### src/rtl/serial_link_pkg.sv
// Shared definitions for the on-chip serial link (PISO transmitter, SIPO receiver).
package serial_link_pkg;

    localparam int unsigned LINK_STATE_W = 2;

    typedef enum logic [LINK_STATE_W-1:0] {
        IDLE  = 2'd0,
        SHIFT = 2'd1,
        FLUSH = 2'd2
    } link_state_e;

endpackage

### src/rtl/piso_reg_if.sv
// Load handshake and serial strobe bundle of the PISO transmit register.
interface piso_reg_if #(
    parameter int unsigned INPUT_BW = 8
);

    logic [INPUT_BW-1:0] din_bus_i;
    logic                load_i;
    logic                load_ready_o;
    logic                serial_data_o;
    logic                serial_valid_o;
    logic                busy_o;
    logic                frame_done_o;

    modport master (
        output din_bus_i,
        output load_i,
        input  load_ready_o,
        input  serial_data_o,
        input  serial_valid_o,
        input  busy_o,
        input  frame_done_o
    );

    modport slave (
        input  din_bus_i,
        input  load_i,
        output load_ready_o,
        output serial_data_o,
        output serial_valid_o,
        output busy_o,
        output frame_done_o
    );

endinterface

### src/rtl/piso_reg.sv
// Parallel-in serial-out transmitter: MSB-first strobed bits, optional trailing
// flush strobe, and a one-word holding buffer for gapless back-to-back frames.
module piso_reg
    import serial_link_pkg::*;
#(
    parameter int unsigned INPUT_BW    = 8,
    parameter int unsigned TRAIL_FLUSH = 1
) (
    input  logic       clk_i,
    input  logic       reset_i,
    piso_reg_if.slave  bus
);

    localparam int unsigned           CNT_W    = $clog2(INPUT_BW);
    localparam logic [CNT_W-1:0]      LAST_BIT = CNT_W'(INPUT_BW - 1);

    link_state_e          state_q, state_d;
    logic [INPUT_BW-1:0]  shift_q, shift_d;
    logic [INPUT_BW-1:0]  hold_q, hold_d;
    logic                 hold_valid_q, hold_valid_d;
    logic [CNT_W-1:0]     cnt_q, cnt_d;

    logic                 serial_data_q, serial_data_d;
    logic                 serial_valid_q, serial_valid_d;
    logic                 busy_q, busy_d;
    logic                 frame_done_q, frame_done_d;

    logic                 load_acc;
    logic                 last_strobe;

    // State and datapath registers
    always_ff @(posedge clk_i) begin
        if (reset_i) begin
            state_q        <= IDLE;
            shift_q        <= '0;
            hold_q         <= '0;
            hold_valid_q   <= 1'b0;
            cnt_q          <= '0;
            serial_data_q  <= 1'b0;
            serial_valid_q <= 1'b0;
            busy_q         <= 1'b0;
            frame_done_q   <= 1'b0;
        end else begin
            state_q        <= state_d;
            shift_q        <= shift_d;
            hold_q         <= hold_d;
            hold_valid_q   <= hold_valid_d;
            cnt_q          <= cnt_d;
            serial_data_q  <= serial_data_d;
            serial_valid_q <= serial_valid_d;
            busy_q         <= busy_d;
            frame_done_q   <= frame_done_d;
        end
    end

    // Next-state, load routing and next output values
    always_comb begin
        state_d      = state_q;
        shift_d      = shift_q;
        hold_d       = hold_q;
        hold_valid_d = hold_valid_q;
        cnt_d        = cnt_q;

        load_acc    = bus.load_i && !hold_valid_q;
        last_strobe = (state_q == FLUSH) ||
                      ((state_q == SHIFT) && (cnt_q == LAST_BIT) && (TRAIL_FLUSH == 0));

        case (state_q)
            IDLE: begin
                if (load_acc) begin
                    state_d = SHIFT;
                    shift_d = bus.din_bus_i;
                    cnt_d   = '0;
                end
            end
            SHIFT: begin
                shift_d = {shift_q[INPUT_BW-2:0], 1'b0};
                cnt_d   = cnt_q + CNT_W'(1);
                if ((cnt_q == LAST_BIT) && (TRAIL_FLUSH != 0)) begin
                    state_d = FLUSH;
                    cnt_d   = '0;
                end
            end
            FLUSH: begin
                state_d = FLUSH;
            end
            default: begin
                state_d = IDLE;
            end
        endcase

        // A word arriving mid-frame parks in the holding register
        if (load_acc && (state_q != IDLE) && !last_strobe) begin
            hold_d       = bus.din_bus_i;
            hold_valid_d = 1'b1;
        end

        // End of frame: held word first, then a same-cycle load, else go idle
        if (last_strobe) begin
            cnt_d = '0;
            if (hold_valid_q) begin
                state_d      = SHIFT;
                shift_d      = hold_q;
                hold_valid_d = 1'b0;
            end else if (load_acc) begin
                state_d = SHIFT;
                shift_d = bus.din_bus_i;
            end else begin
                state_d = IDLE;
            end
        end

        serial_valid_d = (state_d != IDLE);
        busy_d         = (state_d != IDLE);
        serial_data_d  = (state_d == SHIFT) && shift_d[INPUT_BW-1];
        frame_done_d   = (state_d == FLUSH) ||
                         ((state_d == SHIFT) && (cnt_d == LAST_BIT) && (TRAIL_FLUSH == 0));
    end

    assign bus.load_ready_o   = !hold_valid_q;
    assign bus.serial_data_o  = serial_data_q;
    assign bus.serial_valid_o = serial_valid_q;
    assign bus.busy_o         = busy_q;
    assign bus.frame_done_o   = frame_done_q;

endmodule

### src/flat_wrapper.sv
// flat-port wrapper written by rule: the top's interface ports become plain ports
module piso_reg_flat import serial_link_pkg::*;
#(
    parameter int unsigned INPUT_BW    = 8,
    parameter int unsigned TRAIL_FLUSH = 1
)
  (clk_i, reset_i, bus_din_bus_i, bus_load_i, bus_load_ready_o, bus_serial_data_o, bus_serial_valid_o, bus_busy_o, bus_frame_done_o);
  piso_reg_if #(.INPUT_BW(INPUT_BW)) bus_i ();
  input  logic clk_i;
  input  logic reset_i;
  input wire logic [$bits(bus_i.din_bus_i)-1:0] bus_din_bus_i;
  input wire logic [$bits(bus_i.load_i)-1:0] bus_load_i;
  output wire logic [$bits(bus_i.load_ready_o)-1:0] bus_load_ready_o;
  output wire logic [$bits(bus_i.serial_data_o)-1:0] bus_serial_data_o;
  output wire logic [$bits(bus_i.serial_valid_o)-1:0] bus_serial_valid_o;
  output wire logic [$bits(bus_i.busy_o)-1:0] bus_busy_o;
  output wire logic [$bits(bus_i.frame_done_o)-1:0] bus_frame_done_o;
  assign bus_i.din_bus_i = bus_din_bus_i;
  assign bus_i.load_i = bus_load_i;
  assign bus_load_ready_o = bus_i.load_ready_o;
  assign bus_serial_data_o = bus_i.serial_data_o;
  assign bus_serial_valid_o = bus_i.serial_valid_o;
  assign bus_busy_o = bus_i.busy_o;
  assign bus_frame_done_o = bus_i.frame_done_o;
  piso_reg #(.INPUT_BW(INPUT_BW), .TRAIL_FLUSH(TRAIL_FLUSH)) u_core (.clk_i(clk_i), .reset_i(reset_i), .bus(bus_i));
endmodule
### config.mk
export PLATFORM = sky130hd
export DESIGN_NAME = piso_reg_flat
export DESIGN_NICKNAME = d
export VERILOG_FILES = /design/src/rtl/serial_link_pkg.sv /design/src/rtl/piso_reg_if.sv /design/src/rtl/piso_reg.sv /design/src/flat_wrapper.sv
export SDC_FILE = /design/constraint.sdc
export NUM_CORES = 1
export LEC_CHECK = 0
export BUFFER_PORTS_ARGS = -buffer_cell sky130_fd_sc_hd__buf_4
export CORE_UTILIZATION = 50
export DETAILED_ROUTE_END_ITERATION = 8
export PLACE_DENSITY_LB_ADDON = 0.08
export SETUP_SLACK_MARGIN = 0.1
export SYNTH_ARGS = -nofsm -noshare
export SYNTH_HDL_FRONTEND = slang
export SYNTH_SLANG_ARGS = --single-unit
### constraint.sdc
create_clock -name clk_i -period 1.5 [get_ports clk_i]
set_input_delay 0.3 -clock clk_i [delete_from_list [all_inputs] [get_ports clk_i]]
set_output_delay 0.3 -clock clk_i [all_outputs]
set_load 0.03 [all_outputs]
==> impl_metrics.tcl, run 1 <==
set metrics [dict create \
    power_density_normalized_to_cell_area_nw_per_um2 985 \
    vias 1021 \
    arrival_ns 1.58 \
    grt_pass1_wl_um 4050 \
    drtPass1Iterations 4 \
    die_x_um 49.9 \
    share_of_final_layout_standard_cells_stronger_than_drive_strength_1_pct 25.2 \
    routed_wire_length_per_instance_um 13.7 \
    area_occupied_by_multi_input_gates_sq_um 586 \
    min_period_over_period_pct 91.5 \
    crit_chain "nand2b_2, a22o_1, a221oi_2, nor2_1" \
    crit_path_top_delay_cell "dfxtp_2" \
    period_minus_slack_ns 1.37 \
    area_delta_synth_final_pct 17.2 \
    effective_utilization_at_floorplan_pct 55.6 \
    crit_path_max_fanout 9 \
    cts_buffers 3 \
    antenna_violations_before_repair 0 \
    clock_transition_time_at_the_flip_flop_clock_pins_of_the_worst_setup_and_hold_paths_ns 0.13 \
    synth_ff_type "dfxtp_1" \
    hold-path-cell-count 3 \
    globalRoute.totalOverflow 0 \
    asyncSetResetFlopFracSynth_pct 0 \
    setup_viol 0 \
    filler_cell_count 184 \
    finalHoldViolCount 0 \
    cts.sinks 25 \
    die_area_sq_um 2490 \
    grt_setup_unrepaired "true" \
    fp-row-count 16 \
    final_net_count 169 \
    run_status "completed" \
    synth.distinct_cells 34 \
    core_area_sq_um 2060 \
    finalNonFillerCells 182 \
    cts_tree "built" \
    die_h_um 49.9 \
    postSynthNetCount 151 \
    crit_path_max_incr_delay_ns 0.37 \
    regArea_sq_um 505 \
    count_of_port_buffers_added_during_placement 15 \
    post_synthesis_mean_instance_area_sq_um 8.31 \
    static-leakage-power_nw 0.555 \
    worstPathRequired_ns 1.71 \
    num_antenna_cells 0 \
    drtIter0Drc 29 \
    ctsLongestPathBuffers 2 \
    layout.cells.most_common "a21oi_1" \
    hp-class "in2reg" \
    drv.max_cap_violation_count 0 \
    worst-setup-path-type "reg2reg" \
    drv_slew 0 \
    clk_latency_ns 0.32 \
    max_clock_freq_mhz 729 \
    synth-edff-count 0 \
    yosysWarnings 0 \
    maximum_vdd_drop_v 0.000634 \
    number_of_primary_i_o_pins 16 \
    drcViolationCount 0 \
    routed_via_density 5.61 \
    worst_r2r_path_depth 4 \
    worst_setup_path_end_kind "flip-flop" \
    gp_congestion 0.788 \
    layout.cells.most_common_list "24 x a21oi_1, 23 x dfxtp_1, 22 x buf_4" \
    postRouteWirelength_um 2500 \
    cts-htree-levels 1 \
    fin_setup_tns_ns 0 \
    yosysSeqAreaShare_pct 43.7 \
    drtAntennaViolNets 0 \
    place_inst 177 \
    clock-skew-final_ns 0.0110 \
    grt_pass1_vias 903 \
    place_hpwl_um 1840 \
    grt_usage_pct 21.6 \
    synth.cell_area_sq_um 1150 \
    clock_tree.root_cell "clkbuf_4" \
    netlist_instances 138 \
    relSlewSlack_pct 78.0 \
    setup.worst_path.start_class "flip-flop" \
    grt_start_max_net_pins 26 \
    worst_tran_pin_value_ns 0.329 \
    ys_seq_elements 25 \
]
synth_stat cells, types with 3 or more instances:
| library cell | count | share of area (%) |
|---|---|---|
| nand3_1 | 8 | 3.5 |
| nor2_1 | 16 | 5.2 |
| buf_2 | 4 | 1.7 |
| nor2b_1 | 3 | 1.6 |
| a21oi_1 | 24 | 10 |
| buf_4 | 3 | 2.0 |
| a22oi_1 | 6 | 3.9 |
| or3_1 | 4 | 2.2 |
| nand2_1 | 12 | 3.9 |
| dfxtp_1 | 25 | 44 |
path summary, 6_finish.rpt:
kind	slack [ns]	endpoint	start
worst min-delay path	0.23	u_core.hold_q[1]	bus_din_bus_i[1]
worst min register to register	0.47	u_core.hold_q[6]	u_core.hold_q[6]
worst max-delay path	0.13	u_core.bus.serial_data_o	u_core.hold_valid_q
worst max register to register	0.13	u_core.bus.serial_data_o	u_core.hold_valid_q
cells by family (layout without fill, tap and decap cells):
| group | after synthesis | in the layout | share of synthesized area [%] |
|---|---|---|---|
| AO/OA/AOI/OAI | 44 | 44 | 25.0 |
| adder cells (fa/ha/maj) | 2 | 2 | 2.18 |
| buffers and inverters | 14 | 31 | 6.66 |
| flip-flops | 25 | 25 | 43.7 |
| multiplexers | 1 | 1 | 0.873 |
| AND/OR/NAND/NOR | 52 | 52 | 21.6 |
layer usage:
layer  global-route usage (%)  wire (um)  up-vias
met2                     35.6       1200       28
met4                     7.14          0        0
met1                     28.3       1210      474
met5                        0          0        -
met3                     3.70         91        0
li1                         -          -      519
layout make-up:
type                       count  area share (%)
clock buffer                   3            1.68
clock inverter                 1           0.372
inverter                       4            1.12
multi-input combinational     99            43.6
sequential                    25            37.6
tap                           27            2.51
timing repair buffer          23            13.1
critical path, delay by kind of cell, from the launching register on:
kind / cells / cell delay, ns
simple gates: 2 / 0.34
compound gates: 2 / 0.55
flops: 1 / 0.37
power by group:
group	total, mW	switching (mW)	internal, mW
logic	0.276	0.148	0.128
registers	0.741	0.0330	0.708
clock network	0.307	0.207	0.0998
total	1.32	0.388	0.936
stage by stage:
step | setup WS, ns | area [sq um] | power, mW | hold WS (ns) | utilization (%)
2_1_floorplan | 0.254 | 1150 | 0.933 | 0.376 | -
3_3_place_gp | 0.0917 | 1280 | 1.01 | 0.448 | 62.3
3_5_place_dp | 0.0844 | 1280 | 1.02 | 0.452 | 62.3
4_1_cts | 0.105 | 1320 | 1.32 | 0.225 | 63.8
5_1_grt | 0.0677 | 1340 | 1.38 | 0.228 | 65.2
6_report | 0.127 | 1340 | 1.32 | 0.228 | 65.2
state kept, by name, indices dropped and copies added, names as in the netlist:
name                       flops
u_core.shift_q                 8
u_core.hold_valid_q            1
u_core.bus.serial_data_o       1
u_core.hold_q                  8
u_core.bus.serial_valid_o      1
u_core.cnt_q                   3
u_core.bus.frame_done_o        1
u_core.state_q                 2
repair_timing:
action	in CTS	in global routing
hold buffers	0	0
resized for setup	3	6
endpoints found under the setup margin	3	12
setup buffers	0	1
pin swaps	0	1
(Power assumes the default switching activity.)
==> inputs of run 2 (changes only) <==
- BUFFER_PORTS_ARGS: -buffer_cell sky130_fd_sc_hd__buf_4 -> -buffer_cell sky130_fd_sc_hd__buf_2
==> run 2 against run 1 <==
- die area stayed put
- first-iteration DRC count is 48% lower
- sequential power is 0.5% lower
- critical endpoint is now bus_load_ready_o
- largest cell class unchanged
==> impl_metrics.tcl, run 2 (synthesis results as in run 1) <==
set metrics [dict create \
    grt_setup_unrepaired "false" \
    min-delay-start "bus_din_bus_i[4]" \
    cts_tree "built" \
    drtPass1Iterations 4 \
    cts.sinks 25 \
    worst_r2r_path_depth 4 \
    internal_power_mw 0.932 \
    num_antenna_cells 0 \
    setup.worst_path.start_class "flip-flop" \
    cts_buffers 3 \
    worst_setup_path_startpoint "u_core.hold_valid_q" \
    gp_congestion 0.822 \
    die_x_um 49.9 \
    area_delta_synth_final_pct 15.4 \
    place_hpwl_um 1800 \
    hp-class "in2reg" \
    crit_path_max_fanout 8 \
    post_dp_cell_area_sq_um 1260 \
    finalHoldViolCount 0 \
    cts-htree-levels 1 \
    die_h_um 49.9 \
    drcViolationCount 0 \
    power.switching_fraction_pct 29.4 \
    ctsLongestPathBuffers 2 \
    relSlewSlack_pct 79.4 \
    core_area_sq_um 2060 \
    clock_transition_time_at_the_flip_flop_clock_pins_of_the_worst_setup_and_hold_paths_ns 0.14 \
    power_mw 1.32 \
    grt_pass1_vias 944 \
    hold-path-cell-count 3 \
    hold-worst-slack_ns 0.217 \
    arrival_ns 1.04 \
    worstPathRequired_ns 1.20 \
    filler_cell_count 176 \
    seq_power_share_pct 55.9 \
    grt_usage_pct 22.4 \
    antenna_violations_before_repair 0 \
    postRouteWirelength_um 2440 \
    worst_tran_pin_value_ns 0.309 \
    fp-row-count 16 \
    layout.cells.most_common "a21oi_1" \
    crit_path_top_delay_cell "dfxtp_4" \
    clock-skew-final_ns 0.00743 \
    drtAntennaViolNets 0 \
    switching_power_mw 0.388 \
    drv_slew 0 \
    regToRegStartpoint "u_core.state_q[0]" \
    clock_tree.root_cell "clkbuf_4" \
    regArea_sq_um 505 \
    cts_hold_buf 0 \
    routed_via_density 5.76 \
    share_of_final_layout_standard_cells_stronger_than_drive_strength_1_pct 26.3 \
    crit_chain "buf_4, inv_2, buf_6" \
    drv.max_cap_violation_count 0 \
    run_status "completed" \
    fin_setup_tns_ns 0 \
    drtIter0Drc 15 \
    worst_setup_path_end_kind "output pin" \
    grt_start_max_net_pins 17 \
    clk_latency_ns 0.32 \
    clock_power_share_pct 23.2 \
    area_occupied_by_multi_input_gates_sq_um 586 \
    routed_wire_length_per_instance_um 13.3 \
    min_period_over_period_pct 89.4 \
    final_util_pct 64.1 \
    die_area_sq_um 2490 \
    setup_viol 0 \
    period_minus_slack_ns 1.34 \
    path_buf_inv 3 \
    post-cts-setup-buffers 0 \
    power_density_normalized_to_cell_area_nw_per_um2 998 \
    crit_path_max_incr_delay_ns 0.38 \
    final_net_count 170 \
    number_of_primary_i_o_pins 16 \
    max_clock_freq_mhz 746 \
    grt_pass1_wl_um 4220 \
    critPathTopFamily "flip-flops" \
    worst-setup-path-type "reg2out" \
    globalRoute.totalOverflow 0 \
    maximum_vdd_drop_v 0.000642 \
    final_design_area_no_fill_sq_um 1320 \
    count_of_port_buffers_added_during_placement 15 \
    vias 1054 \
    effective_utilization_at_floorplan_pct 55.6 \
    static-leakage-power_nw 0.552 \
    layout.cells.most_common_list "24 x a21oi_1, 23 x dfxtp_1, 16 x nor2_1" \
    reg_top3 "u_core.hold_q: 8 flops, u_core.shift_q: 8 flops, u_core.cnt_q: 3 flops" \
    number_of_cells_on_the_critical_path 3 \
    combPwrFrac_pct 20.9 \
]
==> run 2: per-stage QoR <==
stage / instances / setup WS (ns)
3_5_place_dp: 179 / 0.0695
4_1_cts: 183 / 0.118
2_1_floorplan: 138 / 0.254
5_1_grt: 183 / 0.103
6_report: 183 / 0.159
3_3_place_gp: 179 / 0.0877
==> run 2: worst register-to-register path: cells and delay by family (launching register included) <==
family          cells  cell delay [ns]
simple gates        2             0.39
compound gates      2             0.48
flops               1             0.38
==> run 2: path summary, 6_finish.rpt <==
path                  endpoint  slack (ns)
min reg2reg   u_core.hold_q[4]        0.47
max reg2reg  u_core.shift_q[2]        0.16
max           bus_load_ready_o        0.16
min           u_core.hold_q[4]        0.22
==> run 2: area by class of cell <==
cell class	instances	area share [%]
inverters	4	1.14
repair buffers	24	11.5
clock buffers	3	1.70
multi-input cells	99	44.3
flip-flops and latches	25	38.2
clock inverters	1	0.568
well taps	27	2.55
==> run 2: timing repair <==
action                                  CTS  global route
resized for setup                         3            10
pin swaps                                 0             0
hold endpoints to repair                  0             0
endpoints found under the setup margin    7            11
==> run 2: metal layers <==
metal | routed length [um] | track usage (%) | vias to the layer above
met5 | 0 | 0 | -
li1 | - | - | 522
met3 | 109 | 3.09 | 8
met1 | 1120 | 30.6 | 495
met4 | 57 | 9.52 | 0
met2 | 1150 | 34.9 | 29
==> run 2: power by group through the flow <==
stage | clock (mW) | combinational [mW] | sequential [mW]
global placement | 0 | 0.254 | 0.749
global route | 0.348 | 0.304 | 0.743
detailed placement | 0 | 0.261 | 0.749
CTS | 0.305 | 0.264 | 0.736
floorplan | 0 | 0.182 | 0.751
finish | 0.307 | 0.276 | 0.737
